**src/rtl/cle_pkg.sv**
```systemverilog
// Shared types and constants for the CLE key PAL read sequencer.
package cle_pkg;

    typedef enum logic [2:0] {
        StIdle,
        StSetup,
        StStrobe,
        StGap,
        StDone
    } cle_state_e;

    // {BA13,BA12} value that opens the PAL's decode window.
    localparam logic [1:0] CLE_BA_HI = 2'b01;

    localparam int unsigned STROBE_CYC_DEF = 2;
    localparam int unsigned SETUP_CYC_DEF  = 1;
    localparam int unsigned GAP_CYC_DEF    = 1;
    localparam int unsigned MAX_BITS_DEF   = 16;
    localparam int unsigned CNT_W          = 5;

    // Zero length means one read; anything past the response width is capped.
    function automatic logic [CNT_W-1:0] cle_clamp_len(input logic [CNT_W-1:0] len,
                                                       input int unsigned     max_bits);
        if (len == '0) begin
            return CNT_W'(1);
        end
        if (int'(len) > int'(max_bits)) begin
            return CNT_W'(max_bits);
        end
        return len;
    endfunction

endpackage

```
**src/rtl/cle_phase_timer.sv**
```systemverilog
// Loadable 4-bit down-counter with zero flag; times each read phase.
module cle_phase_timer (
    input  logic       clk_i,
    input  logic       rst_i,
    input  logic       load_i,
    input  logic [3:0] load_val_i,
    output logic       zero_o
);

    logic [3:0] cnt_q, cnt_d;

    always_comb begin
        cnt_d = cnt_q;
        if (load_i) begin
            cnt_d = load_val_i;
        end else if (cnt_q != 4'd0) begin
            cnt_d = cnt_q - 4'd1;
        end
    end

    always_ff @(posedge clk_i) begin
        if (rst_i) begin
            cnt_q <= 4'd0;
        end else begin
            cnt_q <= cnt_d;
        end
    end

    assign zero_o = (cnt_q == 4'd0);

endmodule

```
**src/rtl/cle_key_reader.sv**
```systemverilog
// Issues timed SSER read strobes into the CLE key PAL and collects the SDRD
// bits into a right-aligned word returned over a valid/ready port.
module cle_key_reader
    import cle_pkg::*;
#(
    parameter int unsigned STROBE_CYC = STROBE_CYC_DEF,
    parameter int unsigned SETUP_CYC  = SETUP_CYC_DEF,
    parameter int unsigned GAP_CYC    = GAP_CYC_DEF,
    parameter int unsigned MAX_BITS   = MAX_BITS_DEF
) (
    input  logic                clk_i,
    input  logic                rst_i,
    input  logic                cmd_valid_i,
    output logic                cmd_ready_o,
    input  logic [CNT_W-1:0]    cmd_len_i,
    input  logic [3:0]          cmd_nib_i,
    output logic                rsp_valid_o,
    input  logic                rsp_ready_i,
    output logic [MAX_BITS-1:0] rsp_data_o,
    output logic [1:0]          ba_hi_o,
    output logic [3:0]          ba_nib_o,
    output logic                sser_n_o,
    output logic                br_w_o,
    input  logic                sdrd_i
);

    cle_state_e          state_q, state_d;
    logic [CNT_W-1:0]    len_q, len_d;
    logic [CNT_W-1:0]    cnt_q, cnt_d;
    logic [MAX_BITS-1:0] data_q, data_d;
    logic [3:0]          ba_nib_q, ba_nib_d;
    logic [1:0]          ba_hi_q, ba_hi_d;
    logic                sser_n_q, sser_n_d;
    logic                br_w_q, br_w_d;
    logic                cmd_ready_q, cmd_ready_d;
    logic                rsp_valid_q, rsp_valid_d;

    logic                tmr_load;
    logic [3:0]          tmr_val;
    logic                tmr_zero;

    cle_phase_timer u_timer (
        .clk_i      (clk_i),
        .rst_i      (rst_i),
        .load_i     (tmr_load),
        .load_val_i (tmr_val),
        .zero_o     (tmr_zero)
    );

    always_comb begin
        state_d  = state_q;
        len_d    = len_q;
        cnt_d    = cnt_q;
        data_d   = data_q;
        ba_nib_d = ba_nib_q;
        tmr_load = 1'b0;
        tmr_val  = 4'd0;

        unique case (state_q)
            StIdle: begin
                if (cmd_valid_i) begin
                    len_d    = cle_clamp_len(cmd_len_i, MAX_BITS);
                    ba_nib_d = cmd_nib_i;
                    cnt_d    = '0;
                    data_d   = '0;
                    state_d  = StSetup;
                    tmr_load = 1'b1;
                    tmr_val  = 4'(SETUP_CYC - 1);
                end
            end
            StSetup: begin
                if (tmr_zero) begin
                    state_d  = StStrobe;
                    tmr_load = 1'b1;
                    tmr_val  = 4'(STROBE_CYC - 1);
                end
            end
            StStrobe: begin
                if (tmr_zero) begin
                    data_d   = {data_q[MAX_BITS-2:0], sdrd_i};
                    cnt_d    = cnt_q + CNT_W'(1);
                    state_d  = StGap;
                    tmr_load = 1'b1;
                    tmr_val  = 4'(GAP_CYC - 1);
                end
            end
            StGap: begin
                if (tmr_zero) begin
                    if (cnt_q < len_q) begin
                        state_d  = StSetup;
                        tmr_load = 1'b1;
                        tmr_val  = 4'(SETUP_CYC - 1);
                    end else begin
                        state_d = StDone;
                    end
                end
            end
            StDone: begin
                if (rsp_valid_q && rsp_ready_i) begin
                    state_d = StIdle;
                end
            end
            default: state_d = StIdle;
        endcase

        // Outputs follow the next state so every pin comes straight off a flop.
        sser_n_d    = (state_d != StStrobe);
        ba_hi_d     = (state_d == StSetup || state_d == StStrobe || state_d == StGap) ?
                      CLE_BA_HI : 2'b00;
        br_w_d      = 1'b1;
        cmd_ready_d = (state_d == StIdle);
        rsp_valid_d = (state_q == StDone) && (state_d == StDone);
    end

    always_ff @(posedge clk_i) begin
        if (rst_i) begin
            state_q     <= StIdle;
            len_q       <= '0;
            cnt_q       <= '0;
            data_q      <= '0;
            ba_nib_q    <= 4'd0;
            ba_hi_q     <= 2'b00;
            sser_n_q    <= 1'b1;
            br_w_q      <= 1'b1;
            cmd_ready_q <= 1'b1;
            rsp_valid_q <= 1'b0;
        end else begin
            state_q     <= state_d;
            len_q       <= len_d;
            cnt_q       <= cnt_d;
            data_q      <= data_d;
            ba_nib_q    <= ba_nib_d;
            ba_hi_q     <= ba_hi_d;
            sser_n_q    <= sser_n_d;
            br_w_q      <= br_w_d;
            cmd_ready_q <= cmd_ready_d;
            rsp_valid_q <= rsp_valid_d;
        end
    end

    assign cmd_ready_o = cmd_ready_q;
    assign rsp_valid_o = rsp_valid_q;
    assign rsp_data_o  = data_q;
    assign ba_hi_o     = ba_hi_q;
    assign ba_nib_o    = ba_nib_q;
    assign sser_n_o    = sser_n_q;
    assign br_w_o      = br_w_q;

endmodule

```
**config.mk**
```make
export PLATFORM = sky130hd
export DESIGN_NAME = cle_key_reader
export DESIGN_NICKNAME = d
export VERILOG_FILES = /design/src/rtl/cle_pkg.sv /design/src/rtl/cle_phase_timer.sv /design/src/rtl/cle_key_reader.sv
export SDC_FILE = /design/constraint.sdc
export NUM_CORES = 1
export LEC_CHECK = 0
export CAP_MARGIN = 30
export CORE_MARGIN = 8
export CORE_UTILIZATION = 52
export CTS_BUF_LIST = sky130_fd_sc_hd__clkbuf_4 sky130_fd_sc_hd__clkbuf_8
export CTS_CLUSTER_DIAMETER = 30
export CTS_CLUSTER_SIZE = 25
export DETAILED_ROUTE_END_ITERATION = 7
export GPL_TIMING_DRIVEN = 0
export PLACE_DENSITY = 0.94
export SETUP_SLACK_MARGIN = 0.1
export SLEW_MARGIN = 20
export SYNTH_ARGS = -nofsm -noshare
export SYNTH_HDL_FRONTEND = slang
export SYNTH_SLANG_ARGS = --single-unit
```
**constraint.sdc**
```tcl
create_clock -name clk_i -period 2.19 [get_ports clk_i]
set_input_delay 0.219 -clock clk_i [delete_from_list [all_inputs] [get_ports clk_i]]
set_output_delay 0.219 -clock clk_i [all_outputs]
set_load 0.05 [all_outputs]
```
==> summary.txt <==
Setup path
  • CP arrival: 2.10 ns
  • Setup CP Type: flop to flop
  • Crit path depth: 7
  • Worst Reg-to-Reg Cells: 7
  • WP data required: 2.44 ns
  • Critical path capture point type: flop
  • Worst-path cell chain: inv_1, ha_1, nor3b_4, a21o_1, buf_2, a21oi_1, a311oi_1
  • Cell family with most CP delay: compound AO/OA/AOI/OAI gates
  • CP Launch Type: flop
  • CP bufs+invs: 2
  • Slowest-stage cell, CP: dfxtp_1
  • CP Max Fanout: 10
  • CP peak stage delay: 0.37 ns

Global route
  • Initial antenna violation count: 0
  • GR Util All Layers: 0.1524
  • Total gr overflow: 0
  • Largest net degree at the start of global routing: 14
  • First-pass GRT wire length: 6844 um
  • Vias in the first global route: 1520

Place
  • Placed Instances: 305
  • # port buffers: 36
  • Post-detail-place hpwl: 2932 um
  • Placed Area: 2265 um^2
  • Placer Congestion: 0.8693
  • Pre-CTS setup slack: 0.2431 ns

Synth
  • Synth Instances: 223
  • Sequential element share of the synthesized area: 0.4444
  • Post-Synth XOR/XNOR Area: 0.01897
  • Adder-Cell Fraction of Synth Area: 0.04065
  • Mean post-synth cell area: 8.281 um^2
  • Syn Nets: 243
  • Register bit total from synthesis: 41
  • Yosys cell types: 38
  • Yosys warns: 0
  • Yosys top cell by area: dfxtp_1
  • Largest cells by area after synthesis: dfxtp_1 44%, a21oi_1 8.7%, nand2_1 7.1%, nand3_1 4.9%, ha_1 4.1%
  • Largest family of logic cells by synthesized area: simple AND/OR/NAND/NOR gates
  • Post-synthesis mux area share: 0
  • Synthesized cell area: 1847 um^2
  • Synth Area in Compound Gates: 0.1707
  • Post-synthesis simple-gate area fraction: 0.2514
  • Top cell type's share of synthesized area: 0.4444

Die
  • Starting Density: 0.5491
  • Core area: 3363 um^2
  • IO Pins: 40
  • Total die area: 5715 um^2
  • Chip width: 75.60 um
  • Die H: 75.60 um
  • Row Count: 21

Route
  • Remaining antenna violation count: 0
  • Vias/cell: 5.335
  • TritonRoute pass-1 iters: 4
  • Vias: 1670
  • Drt initial violations: 134
  • Drt wl/cell: 12.92 um
  • Drt drc: 0
  • DRT Wirelength: 4045 um

STA
  • Slew headroom: 0.6327
  • Worst Max-Slew Pin Slew: 0.5509 ns
  • Setup TNS: 0 ns
  • Fmax: 0.5399 GHz
  • Final period util: 0.8457
  • Fin Clk Skew: 0.009253 ns
  • Hold Fails Final Rpt: 0
  • Min setup slack post-route: 0.3379 ns
  • Setup Viol. Count Final: 0
  • RSZ-0062 raised after global routing: no
  • Crit path time final: 1.852 ns
  • Slew Limit Fails: 0

Clocking
  • Worst-path clk slew: 0.13 ns
  • Maximum clock insertion buffer count: 2
  • Post-CTS setup buffer count: 0
  • Total CTS buffers: 5
  • H-tree Lvls: 2
  • Clock Sinks: 41
  • CTS tree: done
  • Clk root buf: clkbuf_4
  • Skew-Pair Late Insertion Delay: 0.34 ns

Finish
  • NumNets Final: 286
  • Most frequent cells in the layout: 41 x dfxtp_1, 36 x clkdlybuf4s50_1, 35 x nand2_1, 32 x a21oi_1, 18 x nand3_1
  • Design area: 2375 um^2
  • Fillers: 289
  • Share of cells above drive strength 1: 0.09738
  • Diode count: 0
  • Area Growth Syn to Fin: 28.59%
  • Cell Count, Final, Fillers Out: 313
  • Commonest non-fill, non-tap cell in the layout: dfxtp_1

Power
  • Pwr Density: 1106 nW/um^2
  • VDD IR-drop max: 0.0005517 V
  • Leak: 0.8841 nW

Run
  • Max-Cap Viols: 0

Status
  • Status: complete, no violations

Hold path
  • Hold/Removal Path Class: input port to flop
  • Hold Path Depth: 3
## cells in the mapped netlist, drive strengths merged
cell type,n
clkbuf,5
xor2,4
nand3b,5
conb,2
a211oi,1
nor3b,3
ha,6
dfxtp,41
o221ai,1
or4b,1
o2111ai,1
nand2b,3
a21oi,33
o21ba,1
o31ai,1
a31oi,3
nand3,18
nor2,16
nand4,5
inv,8
nor4b,1
o2111a,1
o21ai,2
a311oi,1
a21o,3
nor3,5
o211ai,1
a41o,1
o21bai,1
nand2,35
or3,1
buf,13
## stage by stage
stage	total power, mW	util	hold WS, ns
CTS	2.599	0.7039	0.3675
detailed placement	2.000	0.6734	0.4483
finish	2.625	0.7061	0.3609
floorplan	1.742	-	0.3346
global route	2.789	0.7061	0.3823
global placement	1.982	0.6734	0.4410
## per-layer routing
| layer | track usage | wire length (um) | vias to the layer above |
|---|---|---|---|
| li1 | - | - | 856 |
| met2 | 0.2474 | 1857 | 43 |
| met1 | 0.1922 | 1915 | 767 |
| met5 | 0 | 0 | - |
| met4 | 0.05544 | 35 | 0 |
| met3 | 0.03421 | 238 | 4 |
## worst register-to-register path, stage by stage (launching register included)
cell and delay [ns]:
dfxtp_1 0.37, inv_1 0.09, ha_1 0.20, nor3b_4 0.31
a21o_1 0.20, buf_2 0.23, a21oi_1 0.07, a311oi_1 0.28
## layout make-up
| cell class | count | area (um^2) | area share |
|---|---|---|---|
| Tap cell | 46 | 57.56 | 0.02424 |
| Inverter | 8 | 30.03 | 0.01264 |
| Timing Repair Buffer | 36 | 360.3 | 0.1517 |
| Clock buffer | 5 | 37.54 | 0.01581 |
| Multi-Input combinational cell | 156 | 903.4 | 0.3804 |
| Sequential cell | 41 | 820.8 | 0.3456 |
| Clock inverter | 3 | 65.06 | 0.02740 |
| Buffer | 18 | 100.1 | 0.04215 |
## cell families (layout without fill, tap and decap cells)
kind of cell / Yosys count / count (layout)
xor+xnor: 4 / 4
compound gates: 51 / 51
buf+inv: 26 / 70
simple gates: 93 / 93
flops: 41 / 41
fa+ha+maj: 6 / 6
other cells: 2 / 2
## where the power goes
part	switching, mW	internal [mW]	total (mW)
registers	0.0684	0.835	0.904
clock network	0.253	0.353	0.606
logic	0.720	0.395	1.12
## registers in the layout, summed over array words and instances, names as in the netlist
| register | cells |
|---|---|
| state_q | 3 |
| cnt_q | 5 |
| rsp_valid_o | 1 |
| ba_nib_o | 4 |
| len_q | 5 |
| ba_hi_o | 1 |
| rsp_data_o | 16 |
| u_timer.cnt_q | 4 |
| cmd_ready_o | 1 |
| sser_n_o | 1 |
## what timing repair did
item | 4_1_cts | 5_1_grt
setup endpoints to repair | 0 | 11
gates resized for setup | 0 | 3
hold buffers | 0 | 0
endpoints found under the hold margin | 0 | 0
## path summary, 6_finish.rpt
kind,from,to,slack [ns]
worst min register to register,len_q[3]$_SDFFE_PP0P_,len_q[3]$_SDFFE_PP0P_,0.47
worst max register to register,u_timer.cnt_q[0]$_SDFFE_PP0P_,state_q[0]$_SDFF_PP0_,0.34
worst max-delay path,u_timer.cnt_q[0]$_SDFFE_PP0P_,state_q[0]$_SDFF_PP0_,0.34
worst min-delay path,rst_i,rsp_valid_o$_SDFF_PP0_,0.36
Note: power is estimated with default switching activity, not from simulation.
